[config.mk]
export PLATFORM = sky130hd
export DESIGN_NAME = text_overlay_pipe_flat
export DESIGN_NICKNAME = d
export VERILOG_FILES = /design/src/rtl/text_overlay_pipe_if.sv /design/src/rtl/text_overlay_pipe.sv /design/src/flat_wrapper.sv
export SDC_FILE = /design/constraint.sdc
export NUM_CORES = 1
export LEC_CHECK = 0
export CAP_MARGIN = 40
export CORE_MARGIN = 2
export CORE_UTILIZATION = 32
export DETAILED_ROUTE_END_ITERATION = 8
export GPL_ROUTABILITY_DRIVEN = 0
export PLACE_DENSITY = 0.57
export SLEW_MARGIN = 10
export SYNTH_ARGS = -nofsm -noshare
export SYNTH_HDL_FRONTEND = slang
export SYNTH_SLANG_ARGS = --single-unit
[constraint.sdc]
create_clock -name clk -period 3 [get_ports clk]
set_input_delay 0.6 -clock clk [delete_from_list [all_inputs] [get_ports clk]]
set_output_delay 0.6 -clock clk [all_outputs]
set_load 0.01 [all_outputs]
[src/rtl/text_overlay_pipe_if.sv]
// Font ROM bus between the text overlay and its synchronous 2048x8 glyph ROM.
// The ROM returns font_word one clock after it samples rom_addr.
interface text_overlay_pipe_if;
  logic [10:0] rom_addr;
  logic [7:0]  font_word;

  modport master (output rom_addr, input  font_word);
  modport slave  (input  rom_addr, output font_word);
endinterface

[src/rtl/text_overlay_pipe.sv]
// Text overlay for the snake display: status line, blinking game-over banner and high score.
// Pixel inputs reach text_on/text_rgb exactly two clocks later; the font ROM read fills the first stage.
module text_overlay_pipe #(
  parameter int unsigned DIGITS       = 2,
  parameter int unsigned BLINK_FRAMES = 30,
  parameter logic [7:0]  FG_RGB       = 8'hFF,
  parameter logic [7:0]  HI_RGB       = 8'hFC
) (
  input  logic                  clk,
  input  logic                  reset,
  input  logic                  video_on,
  input  logic                  frame_tick,
  input  logic [9:0]            pix_x,
  input  logic [9:0]            pix_y,
  input  logic [4*DIGITS-1:0]   score,
  input  logic                  g_over,
  text_overlay_pipe_if.master   rom,
  output logic                  text_on,
  output logic [7:0]            text_rgb,
  output logic [4*DIGITS-1:0]   high
);

  localparam int unsigned W = 4 * DIGITS;

  // Status-line column boundaries (8-pixel cells) and banner column boundaries (32-pixel cells).
  localparam logic [6:0] ST_DIG0  = 7'd6;
  localparam logic [6:0] ST_BLANK = 7'(6 + DIGITS);
  localparam logic [6:0] ST_HI0   = 7'(7 + DIGITS);
  localparam logic [6:0] ST_HID0  = 7'(12 + DIGITS);
  localparam logic [6:0] ST_END   = 7'(12 + 2 * DIGITS);
  localparam logic [4:0] BN_LBL0  = 5'd6;
  localparam logic [4:0] BN_DIG0  = 5'd12;
  localparam logic [4:0] BN_END   = 5'(12 + DIGITS);
  localparam logic [7:0] BLINK_LAST = 8'(BLINK_FRAMES - 1);

  function automatic logic [6:0] score_label(input logic [2:0] i);
    case (i)
      3'd0:    return 7'h53;
      3'd1:    return 7'h63;
      3'd2:    return 7'h6F;
      3'd3:    return 7'h72;
      3'd4:    return 7'h65;
      default: return 7'h3A;
    endcase
  endfunction

  function automatic logic [6:0] high_label(input logic [2:0] i);
    case (i)
      3'd0:    return 7'h48;
      3'd1:    return 7'h69;
      3'd2:    return 7'h67;
      3'd3:    return 7'h68;
      default: return 7'h3A;
    endcase
  endfunction

  // Digit idx counts from the most significant BCD nibble; A-F map straight onto 3A-3F.
  function automatic logic [6:0] digit_char(input logic [W-1:0] val, input logic [6:0] idx);
    logic [3:0] d;
    d = 4'h0;
    for (int i = 0; i < int'(DIGITS); i++)
      if (idx == 7'(i)) d = val[4*(int'(DIGITS)-1-i) +: 4];
    return {3'b011, d};
  endfunction

  logic [W-1:0] high_q, high_d;
  logic         new_high_q, new_high_d;
  logic         g_over_dly_q, g_over_dly_d;
  logic [7:0]   blink_cnt_q, blink_cnt_d;
  logic         visible_q, visible_d;
  logic         s1_on_q, s1_on_d;
  logic         s1_hi_q, s1_hi_d;
  logic [2:0]   s1_bit_q, s1_bit_d;
  logic         text_on_q, text_on_d;
  logic [7:0]   text_rgb_q, text_rgb_d;

  logic [6:0] st_col, st_code, code;
  logic [2:0] st_off_hi;
  logic [4:0] bn_col;
  logic [6:0] bn_code;
  logic       st_region, bn_region, bn_digit, region, g_rise;
  logic [3:0] row;

  always_comb begin
    // NOTE: every always_comb output gets a default first so no path can infer a latch.
    st_col    = pix_x[9:3];
    bn_col    = pix_x[9:5];
    st_off_hi = 3'(st_col - ST_HI0);
    st_region = (pix_y[9:4] == 6'd0) && (st_col < ST_END);
    st_code   = 7'h00;
    if (st_col < ST_DIG0)        st_code = score_label(st_col[2:0]);
    else if (st_col < ST_BLANK)  st_code = digit_char(score, st_col - ST_DIG0);
    else if (st_col == ST_BLANK) st_code = 7'h00;
    else if (st_col < ST_HID0)   st_code = high_label(st_off_hi);
    else if (st_col < ST_END)    st_code = digit_char(high_q, st_col - ST_HID0);

    bn_region = (pix_y[9:6] == 4'd3) && (bn_col >= BN_LBL0) && (bn_col < BN_END);
    bn_digit  = (bn_col >= BN_DIG0);
    bn_code   = bn_digit ? digit_char(score, {2'b00, bn_col - BN_DIG0})
                         : score_label(3'(bn_col - BN_LBL0));

    region = g_over ? bn_region : st_region;
    code   = !region ? 7'h00 : (g_over ? bn_code : st_code);
    row    = g_over ? pix_y[5:2] : pix_y[3:0];

    // The status line ignores the blink phase; only the banner hides.
    s1_on_d  = region && video_on && (!g_over || visible_q);
    s1_hi_d  = g_over && bn_digit && new_high_q;
    s1_bit_d = g_over ? pix_x[4:2] : pix_x[2:0];

    text_on_d  = s1_on_q;
    text_rgb_d = (s1_on_q && rom.font_word[3'd7 - s1_bit_q]) ? (s1_hi_q ? HI_RGB : FG_RGB) : 8'h00;

    g_over_dly_d = g_over;
    g_rise       = g_over && !g_over_dly_q;
    high_d       = high_q;
    new_high_d   = new_high_q;
    if (!g_over) begin
      new_high_d = 1'b0;
    end else if (g_rise && (score > high_q)) begin
      high_d     = score;
      new_high_d = 1'b1;
    end

    blink_cnt_d = blink_cnt_q;
    visible_d   = visible_q;
    if (!g_over) begin
      blink_cnt_d = 8'd0;
      visible_d   = 1'b1;
    end else if (frame_tick) begin
      if (blink_cnt_q == BLINK_LAST) begin
        blink_cnt_d = 8'd0;
        visible_d   = !visible_q;
      end else begin
        blink_cnt_d = blink_cnt_q + 8'd1;
      end
    end
  end

  assign rom.rom_addr = {code, row};

  always_ff @(posedge clk) begin
    // NOTE: non-blocking assignments let every flop sample pre-edge values, keeping stages aligned.
    if (reset) begin
      high_q       <= '0;
      new_high_q   <= 1'b0;
      g_over_dly_q <= 1'b0;
      blink_cnt_q  <= 8'd0;
      visible_q    <= 1'b1;
      s1_on_q      <= 1'b0;
      s1_hi_q      <= 1'b0;
      s1_bit_q     <= 3'd0;
      text_on_q    <= 1'b0;
      text_rgb_q   <= 8'h00;
    end else begin
      high_q       <= high_d;
      new_high_q   <= new_high_d;
      g_over_dly_q <= g_over_dly_d;
      blink_cnt_q  <= blink_cnt_d;
      visible_q    <= visible_d;
      s1_on_q      <= s1_on_d;
      s1_hi_q      <= s1_hi_d;
      s1_bit_q     <= s1_bit_d;
      text_on_q    <= text_on_d;
      text_rgb_q   <= text_rgb_d;
    end
  end

  assign text_on  = text_on_q;
  assign text_rgb = text_rgb_q;
  assign high     = high_q;

endmodule

[src/flat_wrapper.sv]
// flat-port wrapper written by rule: the top's interface ports become plain ports
module text_overlay_pipe_flat 
#(
  parameter int unsigned DIGITS       = 2,
  parameter int unsigned BLINK_FRAMES = 30,
  parameter logic [7:0]  FG_RGB       = 8'hFF,
  parameter logic [7:0]  HI_RGB       = 8'hFC
)
  (clk, reset, video_on, frame_tick, pix_x, pix_y, score, g_over, text_on, text_rgb, high, rom_rom_addr, rom_font_word);
  text_overlay_pipe_if rom_i ();
  input  logic clk;
  input  logic reset;
  input  logic video_on;
  input  logic frame_tick;
  input  logic [9:0] pix_x;
  input  logic [9:0] pix_y;
  input  logic [4*DIGITS-1:0] score;
  input  logic g_over;
  output logic text_on;
  output logic [7:0] text_rgb;
  output logic [4*DIGITS-1:0] high;
  output wire logic [$bits(rom_i.rom_addr)-1:0] rom_rom_addr;
  input wire logic [$bits(rom_i.font_word)-1:0] rom_font_word;
  assign rom_rom_addr = rom_i.rom_addr;
  assign rom_i.font_word = rom_font_word;
  text_overlay_pipe #(.DIGITS(DIGITS), .BLINK_FRAMES(BLINK_FRAMES), .FG_RGB(FG_RGB), .HI_RGB(HI_RGB)) u_core (.clk(clk), .reset(reset), .video_on(video_on), .frame_tick(frame_tick), .pix_x(pix_x), .pix_y(pix_y), .score(score), .g_over(g_over), .rom(rom_i), .text_on(text_on), .text_rgb(text_rgb), .high(high));
endmodule
Word level (Yosys, flattened, before mapping)
Index checks and enable logic that the tools add are counted.

Reduce and logical (&&, ||, !) cells: 25. Eq/ne operators: 17. Mux-type cells: 24. Add/sub/neg operators: 7. Magnitude comparators: 9. Bitwise operators: 2.

Operators by type and width (count): 7-bit one-hot mux with 5 select lines (2); 7-bit two-way mux (7); 4-bit two-way mux (7); 7-bit one-hot mux with 4 select lines (1); 3-bit by 2-bit == test with 1-bit output (second input constant) (6); 7-bit by 1-bit == test with 1-bit output (second input constant) (2); 7-bit zero test (2); 7-bit by 4-bit less-than comparator with 1-bit output (second input constant) (2); 1-bit logical AND (10); 3-bit by 1-bit == test with 1-bit output (second input constant) (3); 3-bit zero test (3); 8-bit by 1-bit adder with 8-bit output (second input constant) (1); 8-bit by 5-bit == test with 1-bit output (second input constant) (1); 8-bit > comparator (1); 8-bit two-way mux (1); 7-bit by 4-bit == test with 1-bit output (second input constant) (1); 7-bit by 3-bit less-than comparator with 1-bit output (second input constant) (1); 7-bit by 5-bit less-than comparator with 1-bit output (second input constant) (1); 7-bit by 3-bit subtractor with 7-bit output (second input constant) (1); 7-bit by 4-bit subtractor with 7-bit output (second input constant) (1); 3-bit == test (second input constant) (2); 6-bit zero test (1); 6-bit two-way mux (1); 5-bit by 1-bit == test with 1-bit output (second input constant) (1); other kinds (19) (25).

Bits in registers: 33. Output and inout bits: 28. Word-level logic and storage cells: 94.

Logic depth before layout (Yosys ltp)
Depth after elaboration: 11. Depth in mapped cells: 9. Gate-level depth less buffers: 7.

Worst setup path after synthesis
No wires, ideal clock.

Path type: input port to output port. From: input pix_x[6]. To: output rom_rom_addr[6]. Slack: 54 ps. Data required time: 2400 ps. Data arrival time: 2346 ps. Buffers on the path: 2. Stages: 9. Path through: buf_2 inv_1 ha_1 clkbuf_2 inv_1 or3b_2 a21oi_1 o21ai_0 a221oi_2.

Longest elaborated chain between the ends: 11.

RTL lines: start: declaration (line flat_wrapper.sv:15) `input logic [9:0] pix_x;`; 7-bit by 4-bit subtractor with 7-bit output (line text_overlay_pipe.sv:95) `else if (st_col < ST_END) st_code = digit_char(high_q, st_col - ST_HID0);`; 7-bit zero test (line text_overlay_pipe.sv:62) `if (idx == 7'(i)) d = val[4*(int'(DIGITS)-1-i) +: 4];`; 4-bit two-way mux (2 in a row) (line text_overlay_pipe.sv:62); 6-bit two-way mux (line text_overlay_pipe.sv:95); 7-bit two-way mux (line text_overlay_pipe.sv:94) `else if (st_col < ST_HID0) st_code = high_label(st_off_hi);`; 7-bit two-way mux (line text_overlay_pipe.sv:93) `else if (st_col == ST_BLANK) st_code = 7'h00;`; 7-bit two-way mux (line text_overlay_pipe.sv:92) `else if (st_col < ST_BLANK) st_code = digit_char(score, st_col - ST_DIG0);`; 7-bit two-way mux (line text_overlay_pipe.sv:91) `if (st_col < ST_DIG0) st_code = score_label(st_col[2:0]);`; 7-bit two-way mux (line text_overlay_pipe.sv:103) `code = !region ? 7'h00 : (g_over ? bn_code : st_code);`; 7-bit two-way mux (*) (line text_overlay_pipe.sv:103); end: declaration (line flat_wrapper.sv:22) `output wire logic [$bits(rom_i.rom_addr)-1:0] rom_rom_addr;`.

Every way passes the cells marked *; elsewhere a longest branch is shown, timed or not.

Worst setup path in the final report
From: input pix_x[4]. To: output rom_rom_addr[5].

Same word-level chain as after synthesis.

==> impl_metrics.tcl <==
set metrics [dict create \
    arrival_ns 2.33 \
    crit_start "pix_x[4]" \
    use_met1_pct 25.74 \
    synth_cells 290 \
    grt_pass1_vias 2438 \
    worst_pin_slew_ns 0.5317 \
    leakage_nw 1.536 \
    critical_path_class "in2out" \
    overflow 0 \
    drc 0 \
    antenna_left 0 \
    finClkSkew_ns 0.003757 \
    crit_path_end_kind "output port" \
    drt_wl_total_um 7512 \
    ys_types 57 \
    muxShareOfSynthArea_pct 12.22 \
    reg2reg_slack_ns 0.97 \
    diodes 0 \
    syn-num-nets 346 \
    synthFlopType "dfxtp_1" \
    drv_cap 0 \
    start_kind "primary input" \
    clock_path_buffers 2 \
    dpl.hpwl_um 5811 \
    rsz0062_at_grt "no" \
    synth_top_area_share_pct 23.15 \
    async_flop_share_pct 0 \
    setup_viol_count_final 0 \
    synth_xor_area_share_pct 4.877 \
    start_util_pct 32.54 \
    finalHoldViolCount 0 \
    fin_crit_ns 2.928 \
    grt_pass1_wl_um 11670 \
    avgViaCountPerCell 5.064 \
    dpl_cell_area_mm2 0.003478 \
    use_met3_pct 2.678 \
    fp.dieW_um 89.42 \
    hold_class "reg2reg" \
    finalMaxSlewViolations 0 \
    synth_area_leaders "dfxtp_1, ha_1, mux2i_1" \
    crit_fanout 13 \
    required_ns 2.40 \
    yosys.area_share.simple_pct 26.63 \
    htreeDepth 1 \
    row_count 31 \
    avgSynthCellArea_um2 8.051 \
    drt-initial-drc-count 87 \
    grt.met2_usage_pct 31.25 \
    grt_max_degree 23 \
    track_usage_pct 18.41 \
    clk_latency_ns 0.27 \
    setup_slack_ns 0.07195 \
    synth_common_cells "dfxtp_1, nor2_1, nand2_1" \
    drtPass1Iterations 4 \
    power.density_mw_per_mm2 257.3 \
    ys_ff_latch 27 \
    post_drt_wl_per_cell_um 14.61 \
    min_from "u_core.s1_hi_q" \
    relSlewSlack_pct 64.51 \
    cts_tree "done" \
    numCtsBuffers 3 \
    yosys.area_share.adder_pct 8.039 \
    status "finished clean" \
    antenna_found_initial 0 \
    yosysMostFrequentCell "dfxtp_1" \
    synth_area_mm2 0.002335 \
    post-route-cell-area_mm2 0.003771 \
    synth_edf_count 0 \
    syn_to_final_growth_pct 61.52 \
    path_clk_slew_ns 0.09 \
    vias 2603 \
    vdd_drop_max_mv 0.1950 \
    hold_buffers 0 \
    portBuffers 68 \
    die-area_mm2 0.007995 \
    synth_top_family_by_area "simple AND/OR/NAND/NOR gates" \
    period_share_pct 97.60 \
    detailedPlace.worstSlack_ns -0.8619 \
    yosys_warnings 0 \
    io_pins 69 \
    drive_above_1_share_pct 31.33 \
    reg2reg_from "u_core.high[3]" \
    fp.dieH_um 89.42 \
    grt-busiest-layer "met2" \
    synth-compound-area-share_pct 17.26 \
    fin_nets 472 \
    cts_sinks 27 \
    seq_area_frac_synth_pct 23.15 \
    root_buffer "clkbuf_8" \
    coreArea_mm2 0.007176 \
    max_freq_ghz 0.3415 \
    yosys.area.top_type "dfxtp_1" \
]
## routing by layer
metal | wire length [um] | vias to the layer above | share of wire [%]
met3 | 562 | 2 | 7.5
met4 | 18 | 0 | 0.24
met5 | 0 | - | 0
met2 | 3516 | 97 | 47
met1 | 3414 | 1208 | 45
li1 | - | 1296 | -
## path summary, 6_finish.rpt
check | cells after the start | end
setup reg to reg | 8 | u_core.high[1]
hold reg to reg | 1 | u_core.text_rgb[1]
setup / recovery | 9 | rom_rom_addr[5]
hold / removal | 1 | u_core.text_rgb[1]
## sequential cells by signal, summed over array words and instances, names as in the netlist
register             count
u_core.blink_cnt_q       8
u_core.high              8
u_core.s1_bit_q          3
u_core.text_rgb          2
u_core.g_over_dly_q      1
u_core.new_high_q        1
u_core.s1_hi_q           1
u_core.s1_on_q           1
u_core.text_on           1
u_core.visible_q         1
## critical path: stages
cell and delay [ns]:
clkdlybuf4s15_1 0.22, buf_6 0.18, a2111o_1 0.40, o21ai_2 0.12, nor3_4 0.08, buf_4 0.15
a221oi_1 0.30, o22ai_2 0.13, buf_2 0.16
## layout by cell type (no fill, tap or decap), drive strengths merged, types with 3 or more instances in the layout
master	netlist	final
buf	15	79
clkdlybuf4s50	0	49
dfxtp	27	27
nor2	24	24
nand2	21	21
inv	17	17
o21ai	17	17
nand2b	16	16
mux2i	15	15
ha	15	15
xor2	10	10
a21oi	9	9
nor2b	9	9
nand4	8	8
mux2	8	8
nand3	7	7
nor3	7	7
clkbuf	5	7
dlygate4sd2	0	6
nor4	5	5
nor4b	4	4
and3	4	4
o22ai	4	4
xnor2	3	3
a21o	3	3
a221oi	3	3
a211oi	3	3
o41ai	3	3
## repair_timing
action | CTS | global route
pin swaps | 17 | 8
setup buffers | 8 | 4
setup endpoints to repair | 7 | 7
cloned | 0 | 0
hold endpoints to repair | 0 | 0
resized for setup | 68 | 26
## power by group
group	leakage (nW)	internal, mW	total, mW	switching [mW]
Sequential	0.220	0.372	0.386	0.0137
Clock	0.0217	0.0942	0.209	0.115
Combinational	1.29	0.205	0.375	0.171
## stage by stage
step           hold slack, ns  power [mW]  instances  util, %  setup TNS [ns]
3_3_place_gp           0.3757      0.7306        498    48.47          -4.759
5_1_grt                0.3997       1.029        514    52.55               0
2_1_floorplan          0.3674      0.5550        290        -               0
6_report               0.3864      0.9703        514    52.55               0
4_1_cts                0.3888      0.9644        510    51.07       -0.001706
3_5_place_dp           0.3750      0.7327        498    48.47          -5.059
## cells by family (layout without fill, tap and decap cells)
group / count (synthesis) / after routing
AOI/OAI and AO/OA: 59 / 59
xor gates and xnor gates: 13 / 13
adders and majority gates: 15 / 15
buffers and inverters: 37 / 162
DFF: 27 / 27
muxes: 25 / 25
and+or+nand+nor: 114 / 114
## area by class of cell
type	instances	area (um2)
fill	699	3405
multi-input combinational	226	1772
timing repair buffer	141	1217
sequential	27	540.5
tap	99	123.9
inverter	17	68.82
clock buffer	3	41.29
clock inverter	1	7.507
Power figures use the tool's default switching activity.
